==> config.mk <==
export PLATFORM = sky130hd
export DESIGN_NAME = univ_shift_reg
export DESIGN_NICKNAME = d
export VERILOG_FILES = /design/src/rtl/univ_shift_reg.sv
export SDC_FILE = /design/constraint.sdc
export NUM_CORES = 1
export LEC_CHECK = 0
export CAP_MARGIN = 20
export CORE_AREA = 5 5 44 46
export CTS_CLUSTER_DIAMETER = 100
export DETAILED_ROUTE_END_ITERATION = 7
export DIE_AREA = 0 0 49 51
export DONT_BUFFER_PORTS = 1
export HOLD_SLACK_MARGIN = 0.02
export MAX_ROUTING_LAYER = met4
export PLACE_DENSITY = 0.61
export SYNTH_ARGS = -nofsm -noshare
export SYNTH_HDL_FRONTEND = slang
export SYNTH_SLANG_ARGS = --single-unit
==> constraint.sdc <==
create_clock -name CLK -period 1.8 [get_ports CLK]
set_clock_uncertainty 0.15 [all_clocks]
set_input_delay 0.09 -clock CLK [delete_from_list [all_inputs] [get_ports CLK]]
set_output_delay 0.09 -clock CLK [all_outputs]
set_load 0.01 [all_outputs]
==> src/rtl/univ_shift_reg.sv <==
// univ_shift_reg: universal shift register with parallel load, run-time direction and frame counter
module univ_shift_reg #(
  parameter int WIDTH = 8,
  parameter logic [WIDTH-1:0] RESET_VAL = '0,
  localparam int CW = $clog2(WIDTH)
) (
  input  logic             CLK,
  input  logic             RES,
  input  logic             en,
  input  logic             dir,
  input  logic             load,
  input  logic [WIDTH-1:0] pi,
  input  logic             si,
  output logic             so,
  output logic [WIDTH-1:0] po,
  output logic [CW-1:0]    cnt,
  output logic             frame_done
);
  logic [WIDTH-1:0] q;
  logic last;
  assign last = cnt == CW'(WIDTH - 1);
  assign so = dir ? q[WIDTH-1] : q[0];
  assign po = q;
  always_ff @(posedge CLK) begin
    if (RES) begin
      q <= RESET_VAL;
      cnt <= '0;
      frame_done <= 1'b0;
    end else if (load) begin
      q <= pi;
      cnt <= '0;
      frame_done <= 1'b0;
    end else if (en) begin
      q <= dir ? {q[WIDTH-2:0], si} : {si, q[WIDTH-1:1]};
      cnt <= last ? '0 : cnt + 1'b1;
      frame_done <= last;
    end else begin
      frame_done <= 1'b0;
    end
  end
endmodule

==> flow_metrics.env <==
export IMPL_outcome="finished, final reports clean"
export IMPL_hold_violations=0
export IMPL_start_util_pct=46.60
export IMPL_drv_cap=0
export IMPL_viasPerCell=5.796
export IMPL_syn_nets=80
export IMPL_layout_drive_gt1_share_pct=12.99
export IMPL_gp_congestion=0.6965
export IMPL_maxSlewHeadroom_pct=65.99
export IMPL_ys_warn_count=0
export IMPL_synthArstFlopShare_pct=0
export IMPL_die_x_um=49
export IMPL_cts_tree="done"
export IMPL_hold_end="cnt[0]$_SDFFE_PP0P_"
export IMPL_finalCriticalPeriod_ns=1.708
export IMPL_synth_edff_count=0
export IMPL_rsz0062_at_grt="false"
export IMPL_ant_nets=0
export IMPL_synth_avg_cell_area_um2=10.71
export IMPL_synth_top_area_share_pct=35.04
export IMPL_n_antenna_cell=0
export IMPL_synthDistinctLibCells=17
export IMPL_fin_crit_sh_pct=94.89
export IMPL_reg2reg_depth=3
export IMPL_clk_latency_ns=0.26
export IMPL_worstSetupStartpointType="input port"
export IMPL_yosysMostFrequentCell="dfxtp_1"
export IMPL_fin_tns_setup_ns=0
export IMPL_cts_root_buf="clkbuf_4"
export IMPL_cts_buffers=3
export IMPL_r2r_start="po[6]$_SDFFE_PP0P_"
export IMPL_vias=539
export IMPL_worstPathArrival_ns=1.71
export IMPL_crit_type="in2reg"
export IMPL_pin_count=27
export IMPL_rrSetupSlack_ns=0.31
export IMPL_place_ws_ns=0.3583
export IMPL_synth_top_area_cell="dfxtp_1"
export IMPL_placed_cells=74
export IMPL_crit_fanout=13
export IMPL_core_mm2=0.001471
export IMPL_cts_reportedPaths_clkPinSlew_ns=0.08
export IMPL_synth_area_um2=685.7
export IMPL_required_ns=1.81
export IMPL_fin_cells=93
export IMPL_syn_to_final_growth_pct=23.91
export IMPL_min_from="RES"
export IMPL_synth_commonest_cells="12 x dfxtp_1, 10 x mux2i_1, 7 x nand2_1, 6 x or4b_1, 5 x o221ai_2"
export IMPL_drt_initial_drc_count=5
export IMPL_grt_antenna_before_repair=0
export IMPL_cts_buffer_depth=2
export IMPL_h_tree_depth=1
export IMPL_layout_nets=94
export IMPL_setup_violations_final=0
export IMPL_grt_pass1_wl_um=2760
export IMPL_grt_pass1_vias=519
export IMPL_holdCritPathClass="in2reg"
export IMPL_peakVddDrop_mv=0.4485
export IMPL_clock_sinks=12
export IMPL_end_kind="flop"
export IMPL_die_area_mm2=0.002499
export IMPL_p_per_area_mw_per_mm2=713.5
export IMPL_dr_pass1_iters=4
export IMPL_ys_seq_elements=12
export IMPL_worst_slack_ns=0.09189
export IMPL_syn_inst=64
export IMPL_post_cts_buffers=0
export IMPL_wire_per_inst_um=17.72
export IMPL_io_buffers=0
export IMPL_synthFlopType="dfxtp_1"
export IMPL_timing_rr_end="po[7]$_SDFFE_PP0P_"
export IMPL_routed_wl_um=1648
export IMPL_num_rows=14
export IMPL_max_freq_mhz=585.4
export IMPL_worst_slew_pin_slew_ns=0.5101
export IMPL_yosys_top_cells_area="dfxtp_1 35%, mux2i_1 15%, o221ai_2 11%, or4b_1 8.8%, buf_6 4.9%"
export IMPL_grt_max_degree=15
export IMPL_grt_overflow=0
export IMPL_p_leak_uw=0.0003478
export IMPL_slew_viol_final=0
export IMPL_gr_usage_all_layers_pct=14.49
export IMPL_ys_seq_area_share_pct=35.04
export IMPL_holdPathStages=2
export IMPL_drc=0
export IMPL_fp_dieH_um=51
[state kept, by name, indices dropped and copies added, names as in the netlist]
signal	cells
po	8
cnt	3
frame_done	1
[cells by family (layout without fill, tap and decap cells)]
logic type,after synthesis,count (layout),share of synthesized area (%)
compound gates,9,9,15.51
fa+ha+maj,2,2,3.649
buf+inv,6,19,6.933
flops,12,12,35.04
mux,11,11,16.24
simple gates,24,24,22.63
[worst max-delay path by stage]
stage	slack, ns	from	end
2_1_floorplan	0.42	cnt[0]$_SDFFE_PP0P_	cnt[0]$_SDFFE_PP0P_
3_3_place_gp	0.39	cnt[0]$_SDFFE_PP0P_	cnt[0]$_SDFFE_PP0P_
3_5_place_dp	0.36	cnt[0]$_SDFFE_PP0P_	cnt[0]$_SDFFE_PP0P_
4_1_cts	0.04	RES	po[2]$_SDFFE_PP0P_
5_1_grt	0.04	en	po[2]$_SDFFE_PP0P_
6_report	0.09	en	po[7]$_SDFFE_PP0P_
[cell type report]
class / instances / area [µm²]
Fill cell: 139 / 621.8
Timing Repair Buffer: 15 / 155.1
Clock buffer: 4 / 36.28
Sequential cell: 12 / 240.2
Tap cell: 16 / 20.02
Multi-Input combinational cell: 46 / 397.9
[timing repair]
item,CTS,global route
hold buffers,15,0
endpoints found under the setup margin,0,3
endpoints found under the hold margin,12,0
resized for setup,0,2
[routing by layer]
metal,GRT usage [%],wire (µm)
met3,4.942,131
met5,-,0
met1,19.93,840
met4,5.381,12
met2,19.35,663
[critical path, stage by stage]
cell	delay, ns
dlygate4sd3_1	0.79
nand2b_1	0.18
o221ai_2	0.09
dlygate4sd3_1	0.56
[per-stage QoR]
step / power [µW] / area [µm²] / hold slack (ns) / util (%)
finish: 606.1 / 849.6 / 0.03524 / 57.74
global route: 638.6 / 849.6 / 0.05666 / 57.74
CTS: 613.3 / 844.6 / 0.02444 / 57.40
detailed placement: 357.7 / 658.1 / 0.06448 / 44.73
global placement: 356.8 / 658.1 / 0.06886 / 44.73
floorplan: 365.3 / 685.7 / 0.09829 / -
[placed cells by master (no fill, tap or decap), types with 3 or more instances in the layout]
master / instances
o221ai_1: 3
or4b_1: 6
dfxtp_1: 12
o221ai_2: 5
nor2_1: 3
mux2i_1: 10
nand2_1: 7
clkbuf_4: 3
nand2b_1: 3
dlygate4sd3_1: 13
[report_power, final]
group / leakage (µW) / internal, µW / switching [µW]
sequential: 0.0000985 / 279 / 22.6
combinational: 0.000228 / 52.2 / 40.3
clock: 0.0000210 / 123 / 89.7
Power figures use the tool's default switching activity.
